**src/rtl/dcache_pkg.sv**
```systemverilog
// Shared types and default geometry for the data-cache miss handler.
package dcache_pkg;

    localparam int unsigned WAYS_DEF       = 4;
    localparam int unsigned LINE_WORDS_DEF = 4;
    localparam int unsigned ADDR_W_DEF     = 20;
    localparam int unsigned IDX_W_DEF      = 4;

    localparam int unsigned AW    = $clog2(WAYS_DEF);
    localparam int unsigned OW    = $clog2(LINE_WORDS_DEF);
    localparam int unsigned TAG_W = ADDR_W_DEF - IDX_W_DEF - OW - 2;

    typedef enum logic [2:0] {
        StIdle,
        StVictim,
        StWb,
        StFill,
        StUpdate,
        StResp
    } miss_state_e;

    function automatic int unsigned tag_width(int unsigned addr_w, int unsigned idx_w,
                                              int unsigned line_words);
        return addr_w - idx_w - $clog2(line_words) - 2;
    endfunction

endpackage

```
**src/rtl/dcache_lru_sel.sv**
```systemverilog
// Victim pick (first invalid way, else oldest, else way 0) and LRU age update.
module dcache_lru_sel import dcache_pkg::*; #(
    parameter int unsigned WAYS  = WAYS_DEF,
    parameter int unsigned WAY_W = $clog2(WAYS)
) (
    input  logic [WAYS-1:0]       way_valid_i,
    input  logic [WAYS*WAY_W-1:0] way_age_i,
    output logic [WAY_W-1:0]      victim_o,
    output logic [WAYS*WAY_W-1:0] age_next_o
);

    logic             inv_found;
    logic [WAY_W-1:0] inv_way;
    logic [WAY_W-1:0] old_way;
    logic [WAY_W-1:0] old_age;
    logic [WAY_W-1:0] age_cur;

    always_comb begin
        inv_found  = 1'b0;
        inv_way    = '0;
        old_way    = '0;
        age_cur    = '0;
        age_next_o = '0;
        // Descending scan so the lowest matching index wins.
        for (int i = WAYS - 1; i >= 0; i--) begin
            if (!way_valid_i[i]) begin
                inv_found = 1'b1;
                inv_way   = WAY_W'(i);
            end
            if (way_age_i[i*WAY_W +: WAY_W] == WAY_W'(WAYS - 1)) begin
                old_way = WAY_W'(i);
            end
        end
        victim_o = inv_found ? inv_way : old_way;
        old_age  = inv_found ? WAY_W'(WAYS - 1) : way_age_i[victim_o*WAY_W +: WAY_W];
        for (int i = 0; i < WAYS; i++) begin
            age_cur = way_age_i[i*WAY_W +: WAY_W];
            if (WAY_W'(i) == victim_o) begin
                age_next_o[i*WAY_W +: WAY_W] = '0;
            end else if (age_cur < old_age) begin
                age_next_o[i*WAY_W +: WAY_W] = age_cur + WAY_W'(1);
            end else begin
                age_next_o[i*WAY_W +: WAY_W] = age_cur;
            end
        end
    end

endmodule

```
**src/rtl/dcache_miss_fsm.sv**
```systemverilog
// Data-cache miss handler: victim select, dirty write-back, line fill, array update, response.
module dcache_miss_fsm import dcache_pkg::*; #(
    parameter  int unsigned WAYS       = WAYS_DEF,
    parameter  int unsigned LINE_WORDS = LINE_WORDS_DEF,
    parameter  int unsigned ADDR_W     = ADDR_W_DEF,
    parameter  int unsigned IDX_W      = IDX_W_DEF,
    localparam int unsigned WAY_W      = $clog2(WAYS),
    localparam int unsigned OFF_W      = $clog2(LINE_WORDS),
    localparam int unsigned TAG_BITS   = tag_width(ADDR_W, IDX_W, LINE_WORDS)
) (
    input  logic                       clk_i,
    input  logic                       reset_i,
    input  logic                       miss_req_i,
    input  logic [ADDR_W-1:0]          miss_addr_i,
    input  logic                       miss_write_i,
    input  logic [31:0]                miss_wdata_i,
    output logic                       miss_busy_o,
    output logic                       miss_ack_o,
    output logic [31:0]                miss_rdata_o,
    output logic [WAY_W-1:0]           victim_way_o,
    input  logic [WAYS-1:0]            way_valid_i,
    input  logic [WAYS-1:0]            way_dirty_i,
    input  logic [WAYS*WAY_W-1:0]      way_age_i,
    input  logic [TAG_BITS-1:0]        victim_tag_i,
    input  logic [LINE_WORDS*32-1:0]   victim_data_i,
    output logic                       mem_req_o,
    output logic                       mem_wr_o,
    output logic [ADDR_W-1:0]          mem_addr_o,
    output logic [31:0]                mem_wdata_o,
    input  logic                       mem_ready_i,
    input  logic                       mem_rvalid_i,
    input  logic [31:0]                mem_rdata_i,
    output logic                       fill_we_o,
    output logic [WAY_W-1:0]           fill_way_o,
    output logic [LINE_WORDS*32-1:0]   fill_data_o,
    output logic [TAG_BITS+1:0]        tag_wdata_o,
    output logic [WAYS*WAY_W-1:0]      age_wdata_o
);

    localparam int unsigned IDX_LSB = OFF_W + 2;
    localparam int unsigned TAG_LSB = IDX_W + OFF_W + 2;
    localparam logic [OFF_W-1:0] LAST_BEAT = OFF_W'(LINE_WORDS - 1);

    miss_state_e              state_q;
    logic [ADDR_W-3:0]        addr_q;
    logic                     write_q;
    logic [31:0]              wdata_q;
    logic [WAY_W-1:0]         way_q;
    logic [WAYS*WAY_W-1:0]    age_q;
    logic [TAG_BITS-1:0]      vtag_q;
    logic [LINE_WORDS*32-1:0] line_q;
    logic [OFF_W:0]           beat_q;  // MSB set once every fill beat has issued
    logic [OFF_W-1:0]         rcv_q;

    logic [WAY_W-1:0]         lru_victim;
    logic [WAYS*WAY_W-1:0]    lru_age;
    logic [OFF_W-1:0]         off;
    logic [IDX_W-1:0]         idx;
    logic [TAG_BITS-1:0]      tag;
    logic                     fill_issue;
    logic                     in_update;
    logic                     unused_addr_lsb;

    assign unused_addr_lsb = ^miss_addr_i[1:0];
    assign off = addr_q[IDX_LSB-3:0];
    assign idx = addr_q[TAG_LSB-3:IDX_LSB-2];
    assign tag = addr_q[ADDR_W-3:TAG_LSB-2];

    dcache_lru_sel #(
        .WAYS  (WAYS),
        .WAY_W (WAY_W)
    ) u_lru_sel (
        .way_valid_i (way_valid_i),
        .way_age_i   (way_age_i),
        .victim_o    (lru_victim),
        .age_next_o  (lru_age)
    );

    always_ff @(posedge clk_i or posedge reset_i) begin
        if (reset_i) begin
            state_q <= StIdle;
            addr_q  <= '0;
            write_q <= 1'b0;
            wdata_q <= '0;
            way_q   <= '0;
            age_q   <= '0;
            vtag_q  <= '0;
            line_q  <= '0;
            beat_q  <= '0;
            rcv_q   <= '0;
        end else begin
            unique case (state_q)
                StIdle: begin
                    if (miss_req_i) begin
                        addr_q  <= miss_addr_i[ADDR_W-1:2];
                        write_q <= miss_write_i;
                        wdata_q <= miss_wdata_i;
                        way_q   <= lru_victim;
                        age_q   <= lru_age;
                        state_q <= StVictim;
                    end
                end
                StVictim: begin
                    line_q  <= victim_data_i;
                    vtag_q  <= victim_tag_i;
                    state_q <= (way_valid_i[way_q] && way_dirty_i[way_q]) ? StWb : StFill;
                end
                StWb: begin
                    if (mem_ready_i) begin
                        if (beat_q[OFF_W-1:0] == LAST_BEAT) begin
                            beat_q  <= '0;
                            state_q <= StFill;
                        end else begin
                            beat_q <= beat_q + (OFF_W+1)'(1);
                        end
                    end
                end
                StFill: begin
                    if (fill_issue && mem_ready_i) begin
                        beat_q <= beat_q + (OFF_W+1)'(1);
                    end
                    // Store data overrides the returning word at the miss offset.
                    if (mem_rvalid_i) begin
                        line_q[rcv_q*32 +: 32] <= (write_q && rcv_q == off) ? wdata_q : mem_rdata_i;
                        if (rcv_q == LAST_BEAT) begin
                            rcv_q   <= '0;
                            beat_q  <= '0;
                            state_q <= StUpdate;
                        end else begin
                            rcv_q <= rcv_q + OFF_W'(1);
                        end
                    end
                end
                StUpdate: state_q <= StResp;
                StResp:   state_q <= StIdle;
                default:  state_q <= StIdle;
            endcase
        end
    end

    assign fill_issue = (state_q == StFill) && !beat_q[OFF_W];
    assign in_update  = (state_q == StUpdate);

    always_comb begin
        mem_addr_o  = '0;
        mem_wdata_o = '0;
        if (state_q == StWb) begin
            mem_addr_o  = {vtag_q, idx, beat_q[OFF_W-1:0], 2'b00};
            mem_wdata_o = line_q[beat_q[OFF_W-1:0]*32 +: 32];
        end else if (fill_issue) begin
            mem_addr_o = {tag, idx, beat_q[OFF_W-1:0], 2'b00};
        end
    end

    assign miss_busy_o  = (state_q != StIdle);
    assign miss_ack_o   = (state_q == StResp);
    assign miss_rdata_o = (miss_ack_o && !write_q) ? line_q[off*32 +: 32] : '0;
    assign victim_way_o = way_q;
    assign mem_req_o    = (state_q == StWb) || fill_issue;
    assign mem_wr_o     = (state_q == StWb);
    assign fill_we_o    = in_update;
    assign fill_way_o   = in_update ? way_q : '0;
    assign fill_data_o  = in_update ? line_q : '0;
    assign tag_wdata_o  = in_update ? {tag, 1'b1, write_q} : '0;
    assign age_wdata_o  = in_update ? age_q : '0;

endmodule

```
**config.mk**
```make
export PLATFORM = sky130hd
export DESIGN_NAME = dcache_miss_fsm
export DESIGN_NICKNAME = d
export VERILOG_FILES = /design/src/rtl/dcache_pkg.sv /design/src/rtl/dcache_lru_sel.sv /design/src/rtl/dcache_miss_fsm.sv
export SDC_FILE = /design/constraint.sdc
export NUM_CORES = 1
export LEC_CHECK = 0
export CORE_AREA = 2 2 192 194
export DETAILED_ROUTE_END_ITERATION = 8
export DIE_AREA = 0 0 194 196
export GPL_ROUTABILITY_DRIVEN = 0
export PLACE_DENSITY = 0.71
export SYNTH_ARGS = -nofsm -noshare
export SYNTH_HDL_FRONTEND = slang
export SYNTH_SLANG_ARGS = --single-unit
```
**constraint.sdc**
```tcl
create_clock -name clk_i -period 10.7 [get_ports clk_i]
set_input_delay 1.605 -clock clk_i [delete_from_list [all_inputs] [get_ports clk_i]]
set_output_delay 1.605 -clock clk_i [all_outputs]
set_load 0.03 [all_outputs]
```
==> results.md, run 1 <==
Critical path:
- For this design, the slowest cell found on the critical path is sky130_fd_sc_hd__dfrtp_4.
- STA classifies the critical path startpoint as a flip-flop.
- The worst-path maximum fanout is 57.
- Traced cell by cell, the critical path runs through and2b_2 -> nor2b_4 -> buf_4 -> a22o_1 -> clkdlybuf4s50_1.
- The startpoint identified for the worst register-to-register timing path is state_q[2].
- The worst flop-to-flop path endpoint is line_q[40].
- The worst reg-to-reg path cell count is 8.
- In this design, the stage delay of the slowest critical-path cell is 0.69 ns.
- At the worst endpoint, the required time is 9.10 ns.
- STA puts the critical path data arrival time at 3.61 ns.
- The path type of the worst setup path is flip-flop to primary output.
- The top cell family by delay on the critical path is buffers and inverters.
- The critical path contains buffers and inverters numbering 2 combined.
- The worst setup path is captured at a primary output.
- Setup slack on the worst reg-to-reg path comes out at 6.66 ns.

Die:
- The die is 196 um tall.
- The die footprint is 38000 um^2.
- The I/O pin total is 489.
- The standard cell core area is 36100 um^2.
- The floorplan die width is 194 um.
- After floorplanning, the core was divided into 70 placement rows.
- The initial utilization of the core area, before any placement, comes to 37.1%.

Clocking:
- The clock passes through at most 3 buffers.
- The clock-pin slew reported for the worst setup and hold paths after clock tree synthesis is 0.06 ns.
- The clock latency of the later-clocked register in the worst-skew pair is 0.53 ns.
- Clock tree synthesis inserted a total of 26 buffers.
- The tree built by TritonCTS fans out to 209 sinks.
- The number of H-tree branching levels is 1.
- Gates resized during post-CTS repair numbered 0.
- Buffers inserted to repair hold after CTS numbered 0.
- In this run the clock root is driven by a sky130_fd_sc_hd__clkbuf_16.
- The total setup buffers inserted after CTS is 0.
- TritonCTS built the clock tree.

Detailed routing:
- The highest metal layer used by the detailed router is met4.
- The total length of routed met3 wires is 4300 um.
- Once detail routing completed, the nets flagged for antenna violations numbered 0.
- The wire length the detailed router placed on met1 is 21800 um.
- Across all layers, the routed design uses 13.2k vias.
- The violation count after the first detailed-route iteration is 887.
- The number of DRC violations after detailed routing is 0.
- After detailed routing, the met2 layer carries 26000 um of wire.
- The final layout contains routed wiring with a total length of 54000 um.
- Before antenna repair, the detailed router went through 5 iterations.
- In the final routed layout, each cell accounts on average for 23.4 um.
- The via count normalized by instance count is 5.73.

Synthesis:
- For this run, the number of Yosys warnings is 0.
- The post-synthesis instance total is 1419.
- Yosys mapped a number of flops with a built-in enable equal to 0.
- Among all flip-flop cells after synthesis, the most frequent one is sky130_fd_sc_hd__dfrtp_1.
- The library cell occupying the most area in the post-synthesis netlist is sky130_fd_sc_hd__dfrtp_1.
- The cell area that synthesis handed to floorplanning was 13400 um^2.
- The proportion of netlist area held by the largest area contributor is 39.1%.
- The number of distinct library cells after synthesis is 58.
- By area, the combinational part of the netlist is dominated by simple AND/OR/NAND/NOR gates.
- The area share of and/or/nand/nor cells after synthesis is 22.1%.
- Sequential elements use 39.1% of the synthesized area.
- The synthesized design contains 209 register bits.
- Each instance of the synthesized netlist takes up on average 9.43 um^2.
- The portion of synthesized area spent on multiplexers is 15.4%.
- Summing the areas of all compound-gate instances in the mapped netlist gives 16.5% of the synthesized area.
- The fraction of the mapped netlist area in adder cells is 1.31%.
- Of all flip-flops after synthesis, the portion carrying an async set or reset was 100%.
- By area the synthesized netlist is led by sky130_fd_sc_hd__dfrtp_1 (39%), sky130_fd_sc_hd__mux4_2 (11%), sky130_fd_sc_hd__and3_1 (7.1%).
- The fraction of synthesized cell area in xor and xnor cells is 0.131%.

STA:
- The worst path needs 5.22 ns of the cycle, external delays included.
- The transition at the pin with the smallest max-transition slack is 1.05 ns.
- The number of failing hold endpoints at the final stage is 0.
- The post-route clock period utilization is 48.7%.
- The worst relative slew slack is 30.0%.
- The final worst clock skew is 0.00941 ns.
- The sum of negative setup slack is 0 ns.
- The final worst setup slack is 5.48 ns.
- Timing would allow up to 0.192 GHz.
- The max-slew violation count came to 0.
- Setup repair after global routing left no endpoint under its margin.
- The count of endpoints failing setup in the final report is 0.

Power:
- The net switching power is 0.00228 W.
- The overall power after layout is 0.00531 W.
- The highest ir drop seen on vdd is 0.000172 V.
- The part of the power in combinational logic is 51.7%.
- The fraction of power consumed by sequential logic is 30.2%.
- The analysis attributes to cell leakage a power of 8.30 nW.
- The areal power density over the cells is 275 nW/um^2.
- The clock network fraction of total power is 18.1%.
- Net switching is 43.0% of the power.
- Cell internal power was estimated by the tool at 0.00303 W.

GRT:
- Summed over all layers, the global routing overflow is 0.
- The number of global-route vias before repair was 13.2k.
- The initial antenna violation count was 3.
- The total routing resource utilization after global routing is 27.3%.
- The global-route wire length before repair is 80500 um.
- Entering global routing, the biggest net connects 105 pins.

Status:
- The run finished with clean final reports.

Placement:
- The number of buffer cells added on primary ports is 484.
- The placement-stage cell area is 18300 um^2.
- The detailed-placement wirelength estimate is 35800 um.
- Including well taps, the total number of placed cells is 2258.
- The minimum setup slack after placement is 6.02 ns.

Hold path:
- The number of cells traversed by the worst hold path is 2.
- The worst hold-check path type is flip-flop to flip-flop.
- The worst hold endpoint is addr_q[3].
- The critical hold path startpoint is addr_q[3].

Final layout:
- The area overhead of the layout relative to synthesis is 44.3%.
- The share of post-route cells with drive strength above 1 is 11.5%.
- The final instance count without filler cells is 2309.
- The filler cells instantiated in the layout total 3265.
- The net total in the final layout is 2078.
- After routing the design area is 19300 um^2.

Flow run:
- The number of max-cap violations is 0.
## Yosys cell counts, types with 30 or more instances
cell type                   instances
sky130_fd_sc_hd__a2bb2oi_1         97
sky130_fd_sc_hd__mux4_2            64
sky130_fd_sc_hd__buf_2             43
sky130_fd_sc_hd__nor2b_1           42
sky130_fd_sc_hd__and2_1            36
sky130_fd_sc_hd__nand2_1          176
sky130_fd_sc_hd__mux2i_2           30
sky130_fd_sc_hd__nor2_1           169
sky130_fd_sc_hd__a21oi_1          170
sky130_fd_sc_hd__clkbuf_1          60
sky130_fd_sc_hd__and3_1           152
sky130_fd_sc_hd__dfrtp_1          209
## stage by stage
step,hold slack (ns),util [%]
6_report,0.469,53.5
5_1_grt,0.487,53.5
4_1_cts,0.471,53.5
3_5_place_dp,0.457,50.8
3_3_place_gp,0.455,50.8
2_1_floorplan,0.438,-
## power groups by stage
| stage | clock (W) | sequential (W) | combinational (W) |
|---|---|---|---|
| 2_1_floorplan | 0 | 0.00143 | 0.00203 |
| 3_3_place_gp | 0 | 0.00157 | 0.00268 |
| 3_5_place_dp | 0 | 0.00160 | 0.00273 |
| 4_1_cts | 0.000988 | 0.00159 | 0.00275 |
| 5_1_grt | 0.00102 | 0.00165 | 0.00295 |
| 6_report | 0.000962 | 0.00160 | 0.00274 |
## metal layers
metal | up-vias | track usage, %
li1 | 5886 | -
met1 | 6502 | 36.1
met2 | 710 | 45.3
met3 | 125 | 4.42
met4 | 0 | 10.4
met5 | - | 0
## worst max-delay path by stage
stage,startpoint,end,slack (ns),cells past startpoint
6_report,state_q[2],mem_addr_o[18],5.48,5
5_1_grt,state_q[2],mem_addr_o[18],5.33,5
4_1_cts,state_q[2],mem_wdata_o[16],5.40,5
3_5_place_dp,state_q[2],mem_addr_o[3],6.02,7
3_3_place_gp,state_q[2],mem_addr_o[18],6.03,5
2_1_floorplan,reset_i,addr_q[0],3.39,1
## cell type report
class | count | area [um^2] | share of cell area [%]
multi-input cells | 1065 | 7470 | 38.7
flip-flops and latches | 209 | 5240 | 27.1
repair buffers | 506 | 5010 | 26.0
clock buffers | 32 | 744 | 3.86
well taps | 468 | 586 | 3.03
clock inverters | 16 | 200 | 1.04
inverters | 10 | 45.0 | 0.233
diodes | 3 | 7.51 | 0.0389
## cell families (layout without fill, tap and decap cells)
family	after synthesis	in the layout
other	1	5
buffers and inverters	146	564
multiplexers	113	113
adder cells (fa/ha/maj)	14	14
XOR/XNOR	2	2
AO/OA/AOI/OAI	330	330
flip-flops	209	209
AND/OR/NAND/NOR	604	604
## flip-flops by register name, summed over array words and instances (netlist names)
name,flops
victim_way_o,2
age_q,8
state_q,3
rcv_q,2
line_q,128
wdata_q,32
beat_q,3
write_q,1
vtag_q,12
addr_q,18
## worst min-delay path: stages, from the launching register on
cell and delay [ns]:
sky130_fd_sc_hd__dfrtp_1 0.33, sky130_fd_sc_hd__nand2_1 0.05, sky130_fd_sc_hd__nand2_1 0.05
## placed cells by master (no fill, tap or decap), drive strengths merged, types with 7 or more instances in the layout
cell type	instances
nand3	9
a22o	12
nor2	170
clkinv	9
inv	11
a21oi	170
dfrtp	209
o21a	7
ha	14
a2bb2oi	97
and3	152
buf	22
and2	37
nor2b	42
nand2	178
mux2	13
clkbuf	32
o21ai	14
mux4	64
clkdlybuf4s50	484
mux2i	36
o211ai	9
Power figures use the tool's default switching activity.
==> run 2, diff against run 1 <==
- clock period: 10.7 -> 5.05 ns (I/O delays scaled with it)
==> run 2 against run 1 <==
- worst hold slack about the same
- die area is the same
- non-clock buffer count up 4
- sequential share of layout area about the same
- global-route usage increased by 0.34 points
- power up 110%
- via count up 0.20%
- critical path type unchanged
==> results.md, run 2 (synthesis gave the netlist of run 1 again) <==
Critical path:
- The setup path with the least slack is of type flip-flop to primary output.
- The number of buffers and inverters on the critical path is 2 (unchanged).
- The startpoint class of the critical path is a flip-flop.
- The critical register-to-register path startpoint is state_q[2].
- The worst stage delay on the critical path was 0.86 ns (+0.17 ns).
- The slowest cell on the critical path is sky130_fd_sc_hd__nor2_1.
- The required time of the critical path is 4.29 ns (-4.81 ns).
- The worst-path maximum fanout is 67 (+18%).
- The internal reg-to-reg setup slack is 1.59 ns (-5.07 ns).
- The critical path goes through and2b_2 -> nand2_4 -> nor2_1 -> nor2_1 -> inv_1 -> clkdlybuf4s50_1.
- The endpoint class of the critical path is a primary output.
- The most numerous cell type found on the critical path is sky130_fd_sc_hd__nor2_1.
- The origin of the worst setup path is state_q[2].
- The worst flop-to-flop path endpoint is line_q[53].
- The worst reg-to-reg path cell count is 7 (-1).
- The kind of cell with the highest combined delay along the critical path is simple AND/OR/NAND/NOR gates.
- The data arrival time at the worst-slack endpoint came to 3.72 ns (+0.11 ns).

STA:
- The worst relative slew slack came to 18.6% (-11 points).
- The sum of negative setup slack is 0 ns (unchanged).
- For this run, the top clock speed supported by timing is 0.223 GHz.
- The number of failing hold endpoints at the final stage was 0 (unchanged).
- The final worst clock skew is 0.0195 ns (+0.0100 ns).
- The count of endpoints failing setup in the final report is 0 (unchanged).
- Setup repair after global routing left no endpoint under its margin.
- The worst path uses 88.6% of the clock period.
- The max-slew violation count is 0 (unchanged).
- The worst path needs 4.48 ns of the cycle, external delays included.
- The transition at the pin with the smallest max-transition slack was 1.22 ns (+0.167 ns).

Hold path:
- The worst hold-check path type is flip-flop to flip-flop.
- The number of cells traversed by the worst hold path was 2 (unchanged).
- In this run the most critical hold path is launched from addr_q[5].
- The worst hold endpoint is addr_q[5].

Final layout:
- Leaving out fill and tap cells, the most frequent cells in the layout are sky130_fd_sc_hd__clkdlybuf4s50_1 (478), sky130_fd_sc_hd__dfrtp_1 (204), sky130_fd_sc_hd__nand2_1 (175).
- Counting flops per register, the top entry is line_q.
- The library cell used most frequently in the layout, excluding fill and tap cells, is sky130_fd_sc_hd__clkdlybuf4s50_1.
- The cell area after layout came to 19300 um^2 (about the same).
- The area overhead of the layout relative to synthesis is 44.3% (about the same).
- The share of post-route cells with drive strength above 1 is 11.7% (+0.17 points).
- The final instance count without filler cells came to 2309 (unchanged).
- The net total in the final layout was 2081 (+0.14%).
- The number of flip-flops in the largest register is 128 (unchanged).
- The largest registers in the layout are line_q x128, wdata_q x32, addr_q x18.
- The filler cell count in the final layout was 3284 (+0.58%).

Detailed routing:
- The number of DRC violations after detailed routing came to 0 (unchanged).
- The final routed wire length divided by cell count is 23.7 um (+1.1%).
- The violation count after the first detailed-route iteration is 967 (+9.0%).
- The number of vias in the routed layout is 13.3k (+0.20%).
- The final antenna-violating net count came to 0 (unchanged).
- The total wire length is 54600 um (+1.1%).
- The detailed-router iteration count before antenna repair is 5 (unchanged).
- The via count normalized by instance count was 5.74 (+0.20%).

Status:
- The run finished with clean final reports.

Die:
- The I/O pin total was 489 (unchanged).
- The die footprint is 38000 um^2 (unchanged).
- The vertical die dimension was 196 um (unchanged).
- The floorplan die width is 194 um (unchanged).
- The initial standard-cell utilization of the core is 37.1% (unchanged).
- The number of standard-cell rows in the floorplan was 70 (unchanged).
- The standard cell core area is 36100 um^2 (unchanged).

Power:
- The leakage power of the design came to 8.31 nW (+0.15%).
- The net switching power is 0.00483 W (+110%).
- The clock network fraction of total power is 17.6% (-0.5 points).
- The switching share of power is 43.0% (+0.055 points).
- The fraction of power consumed by sequential logic is 31.5% (+1.3 points).
- The part of the power in combinational logic is 50.9% (-0.8 points).
- The overall power after layout is 0.0112 W (+110%).
- The highest ir drop seen on vdd is 0.000337 V (+96%).
- The areal power density over the cells came to 582 nW/um^2 (+110%).
- The internal power consumption was 0.00640 W (+110%).

Placement:
- The cell count after placement is 2262 (+0.18%).
- The number of buffer cells added on primary ports came to 484 (unchanged).
- The detailed-placement wirelength estimate is 37700 um (+5.3%).
- The placement-stage cell area was 18400 um^2 (+0.33%).

GRT:
- The global-route wire length before repair is 81400 um (+1.2%).
- The total routing resource utilization after global routing is 27.7% (+0.34 points).
- The number of global-route vias before repair is 13.1k (-0.099%).
- The leftover overflow at the end of global routing is 0 (unchanged).
- The initial antenna violation count is 4 (+1).
- The maximum number of pins on one net before global-route repair came to 95 (-9.5%).

Clocking:
- The number of clock sinks seen by CTS is 209 (unchanged).
- The hold-fix buffer count after cts is 0 (unchanged).
- TritonCTS built the clock tree.
- The clock latency of the later-clocked register in the worst-skew pair is 0.54 ns (about the same).
- The tree is rooted in a sky130_fd_sc_hd__clkbuf_16.
- The number of H-tree branching levels was 1 (unchanged).
- The maximum clock insertion buffer count is 3 (unchanged).
- The clock-pin slew reported for the worst setup and hold paths after clock tree synthesis is 0.06 ns (about the same).
- The total of cells resized after clock tree synthesis is 0 (unchanged).
- The total clock buffers created by CTS is 25 (-3.8%).
- The total setup buffers inserted after CTS was 0 (unchanged).

Flow run:
- The number of max-cap violations came to 0 (unchanged).
-- run 2: worst max path at each step --
stage | slack [ns] | to | cells after the start
2_1_floorplan | 1.58 | addr_q[0] | 1
3_3_place_gp | 1.19 | mem_req_o | 6
3_5_place_dp | 1.11 | mem_req_o | 6
4_1_cts | 0.53 | mem_req_o | 6
5_1_grt | 0.36 | mem_req_o | 6
6_report | 0.57 | mem_req_o | 6
-- run 2: cell type report --
cell class	count	area (um^2)	share of cell area (%)
flip-flops and latches	209	5240	27.1
diodes	4	10.0	0.0519
clock buffers	35	743	3.85
multi-input cells	1065	7470	38.7
well taps	468	586	3.03
inverters	10	41.3	0.214
repair buffers	510	5070	26.3
clock inverters	8	144	0.745
-- run 2: routing by layer --
metal | track usage, % | part of all wire, %
met5 | 0 | 0
met4 | 9.34 | 3.0
met3 | 4.62 | 7.8
met2 | 47.4 | 49
met1 | 35.7 | 40
-- run 2: per-stage QoR --
| stage | hold slack (ns) | util (%) | worst slack [ns] |
|---|---|---|---|
| after floorplan | 0.438 | - | 1.58 |
| after global placement | 0.453 | 51.0 | 1.19 |
| after detailed placement | 0.456 | 51.0 | 1.11 |
| after CTS | 0.470 | 53.5 | 0.527 |
| after global routing | 0.487 | 53.5 | 0.362 |
| final | 0.469 | 53.5 | 0.574 |
-- run 2: power by group through the flow --
stage / registers (W) / clock network [W] / logic, W
floorplan: 0.00302 / 0 / 0.00431
global placement: 0.00348 / 0 / 0.00557
detailed placement: 0.00355 / 0 / 0.00570
CTS: 0.00352 / 0.00200 / 0.00572
global route: 0.00366 / 0.00208 / 0.00614
finish: 0.00354 / 0.00198 / 0.00571
-- run 2: worst reg2reg max path: cells and delay by family (launching register included) --
kind | cells | cell delay [ns]
buf+inv | 2 | 1.00
simple gates | 3 | 0.52
compound gates | 2 | 1.01
flops | 1 | 0.85
==> run 3, diff against run 2 <==
- SLEW_MARGIN: not set -> 15
==> run 3 against run 2 <==
- register-to-register slack about the same
- via count rose by 0.25%
- utilization barely moved
- worst hold slack about the same
- die area unchanged
- final cell count unchanged
- first-iteration DRC count fell by 2.0%
- critical path type unchanged
- largest power group unchanged
==> results.md, run 3 (synthesis gave the netlist of run 1 again) <==
Critical path:
- On the critical path the largest part of the delay comes from simple AND/OR/NAND/NOR gates.
- The worst setup path is of the flip-flop to primary output kind.
- The endpoint class of the critical path is a primary output.
- The worst stage delay on the critical path is 0.85 ns (about the same).
- The required time of the critical path is 4.29 ns (about the same).
- In this design, the critical path's most frequently occurring cell is sky130_fd_sc_hd__nor2_1.
- The number of buffers and inverters on the critical path is 2 (unchanged).
- The startpoint class of the critical path is a flip-flop.
- The worst-path maximum fanout came to 67 (unchanged).
- The slowest cell on the critical path is sky130_fd_sc_hd__nor2_1.
- Traced cell by cell, the critical path runs through and2b_2 -> nand2_4 -> nor2_1 -> nor2_1 -> inv_1 -> clkdlybuf4s50_1.
- The data arrival time at the worst-slack endpoint is 3.71 ns (about the same).

STA:
- The count of endpoints failing setup in the final report was 0 (unchanged).
- The number of failing hold endpoints at the final stage was 0 (unchanged).
- Setup repair after global routing left no endpoint under its margin.
- The sum of negative setup slack is 0 ns (unchanged).
- The final worst clock skew is 0.0210 ns (+0.00151 ns).
- The post-route clock period utilization was 88.5% (-0.11 points).
- The worst relative slew slack is 25.2% (+6.6 points).
- The max-slew violation count is 0 (unchanged).
- The final worst setup slack was 0.580 ns (+0.00565 ns).
- The achievable clock frequency came to 0.224 GHz (+0.13%).
- The transition at the pin with the smallest max-transition slack was 1.12 ns (-0.0995 ns).
- The post-route minimum period is 4.47 ns (-0.00565 ns).
- The worst-case hold slack is 0.469 ns (+0.0000350 ns).

Power:
- The areal power density over the cells is 581 nW/um^2 (-0.11%).
- The highest ir drop seen on vdd was 0.000337 V (+0.11%).
- The clock network fraction of total power came to 17.6% (about the same).
- The net switching power was 0.00482 W (-0.21%).
- The switching share of power is 43.0% (-0.053 points).
- The part of the power in combinational logic came to 50.9% (about the same).
- The leakage power of the design was 8.32 nW (about the same).
- The fraction of power consumed by sequential logic is 31.5% (about the same).
- The internal power consumption is 0.00640 W (about the same).

Detailed routing:
- The via count normalized by instance count is 5.75 (+0.25%).
- The detailed-router iteration count before antenna repair was 5 (unchanged).
- The final routed wire length divided by cell count was 23.6 um (-0.20%).
- The number of vias in the routed layout is 13.3k (+0.25%).
- The number of DRC violations after detailed routing is 0 (unchanged).
- The total wire length came to 54500 um (-0.20%).
- The violation count after the first detailed-route iteration came to 948 (-2.0%).
- The final antenna-violating net count is 0 (unchanged).

Placement:
- The number of buffer cells added on primary ports was 484 (unchanged).
- The minimum setup slack after placement was 1.11 ns (unchanged).
- The placement-stage cell area was 18400 um^2 (unchanged).
- The detailed-placement wirelength estimate is 37700 um (unchanged).

Clocking:
- The total of cells resized after clock tree synthesis is 0 (unchanged).
- TritonCTS built the clock tree.
- The clock tree root driver cell is sky130_fd_sc_hd__clkbuf_16.
- The clock-pin slew reported for the worst setup and hold paths after clock tree synthesis is 0.06 ns (about the same).
- The hold-fix buffer count after cts is 0 (unchanged).
- The total clock buffers created by CTS is 25 (unchanged).
- The number of clock sinks seen by CTS is 209 (unchanged).
- The total setup buffers inserted after CTS is 0 (unchanged).
- The maximum clock insertion buffer count is 3 (unchanged).
- The clock latency of the later-clocked register in the worst-skew pair is 0.54 ns (about the same).
- The number of H-tree branching levels is 1 (unchanged).

Status:
- The run finished with clean final reports.

Final layout:
- The net total in the final layout is 2081 (unchanged).
- The share of post-route cells with drive strength above 1 is 11.7% (unchanged).
- The largest registers in the layout are line_q x128, wdata_q x32, addr_q x18.
- The area overhead of the layout relative to synthesis is 44.4% (about the same).
- The cell area after layout is 19300 um^2 (about the same).
- The number of flip-flops in the largest register came to 128 (unchanged).
- line_q holds more flip-flops than any other register.
- The leading cell type in the layout, fill and taps excluded is sky130_fd_sc_hd__clkdlybuf4s50_1.
- The final design utilization is 53.5% (about the same).
- The filler cell count in the final layout was 3284 (unchanged).
- The library cells used most frequently in the layout, excluding fill and tap cells, are sky130_fd_sc_hd__clkdlybuf4s50_1 (478), sky130_fd_sc_hd__dfrtp_1 (204), sky130_fd_sc_hd__nand2_1 (175).

Die:
- The number of standard-cell rows in the floorplan was 70 (unchanged).
- The vertical die dimension is 196 um (unchanged).
- The I/O pin total is 489 (unchanged).
- The floorplan die width was 194 um (unchanged).
- The die footprint came to 38000 um^2 (unchanged).
- The standard cell core area is 36100 um^2 (unchanged).
- The initial standard-cell utilization of the core is 37.1% (unchanged).

GRT:
- The global-route wire length before repair was 81400 um (unchanged).
- The maximum number of pins on one net before global-route repair was 95 (unchanged).
- In this run the most used layer during global routing was met2.
- The met1 layer usage reported by global route is 35.7% (unchanged).
- The global-route track usage on met2 was 47.4% (unchanged).
- The leftover overflow at the end of global routing is 0 (unchanged).
- The initial antenna violation count is 4 (unchanged).
- The total routing resource utilization after global routing was 27.7% (unchanged).
- The number of global-route vias before repair is 13.1k (unchanged).
- The global routing usage on met3 is 4.62% (unchanged).

Flow run:
- The number of max-cap violations was 0 (unchanged).

Hold path:
- The worst hold-check path type is flip-flop to flip-flop.
==> run 3: per-stage QoR <==
| stage | power (W) | instances |
|---|---|---|
| after floorplan | 0.00733 | 1420 |
| after global placement | 0.00905 | 2262 |
| after detailed placement | 0.00924 | 2262 |
| after CTS | 0.0112 | 2305 |
| after global routing | 0.0119 | 2309 |
| final | 0.0112 | 2309 |
==> run 3: area by class of cell <==
class	count	area, um^2	area share (%)
Sequential cell	209	5240	27.1
Multi-Input combinational cell	1065	7470	38.7
Timing Repair Buffer	510	5070	26.3
Antenna cell	4	10.0	0.0518
Tap cell	468	586	3.03
Clock buffer	35	743	3.85
Clock inverter	8	144	0.745
Inverter	10	41.3	0.214
==> run 3: path summary, 6_finish.rpt <==
| check | from | end | slack [ns] | depth (start not counted) |
|---|---|---|---|---|
| min in group asynchronous | reset_i | wdata_q[5] | 0.66 | 2 |
| hold / removal | addr_q[5] | addr_q[5] | 0.47 | 2 |
| setup / recovery | state_q[2] | mem_req_o | 0.58 | 6 |
| max in group asynchronous | reset_i | addr_q[0] | 3.18 | 3 |
| setup reg to reg | state_q[2] | line_q[51] | 1.58 | 7 |
| hold reg to reg | addr_q[5] | addr_q[5] | 0.47 | 2 |
==> run 3: power groups by stage <==
stage          Clock, W  Combinational, W  Sequential, W
3_3_place_gp          0           0.00557        0.00348
3_5_place_dp          0           0.00570        0.00355
6_report        0.00197           0.00571        0.00354
5_1_grt         0.00208           0.00614        0.00366
4_1_cts         0.00200           0.00572        0.00352
2_1_floorplan         0           0.00431        0.00302
==> run 3: tightest hold or removal path, cell delays in order (launching register included) <==
cell	delay (ns)
sky130_fd_sc_hd__dfrtp_1	0.33
sky130_fd_sc_hd__nand2_1	0.05
sky130_fd_sc_hd__nand2_1	0.05
==> run 3: metal layers <==
layer | up-vias | share of wire, % | wire [um]
met5 | - | 0 | 0
met3 | 121 | 7.9 | 4310
met2 | 710 | 49 | 26800
met1 | 6560 | 40 | 21700
li1 | 5892 | - | -
met4 | 0 | 3.2 | 1730
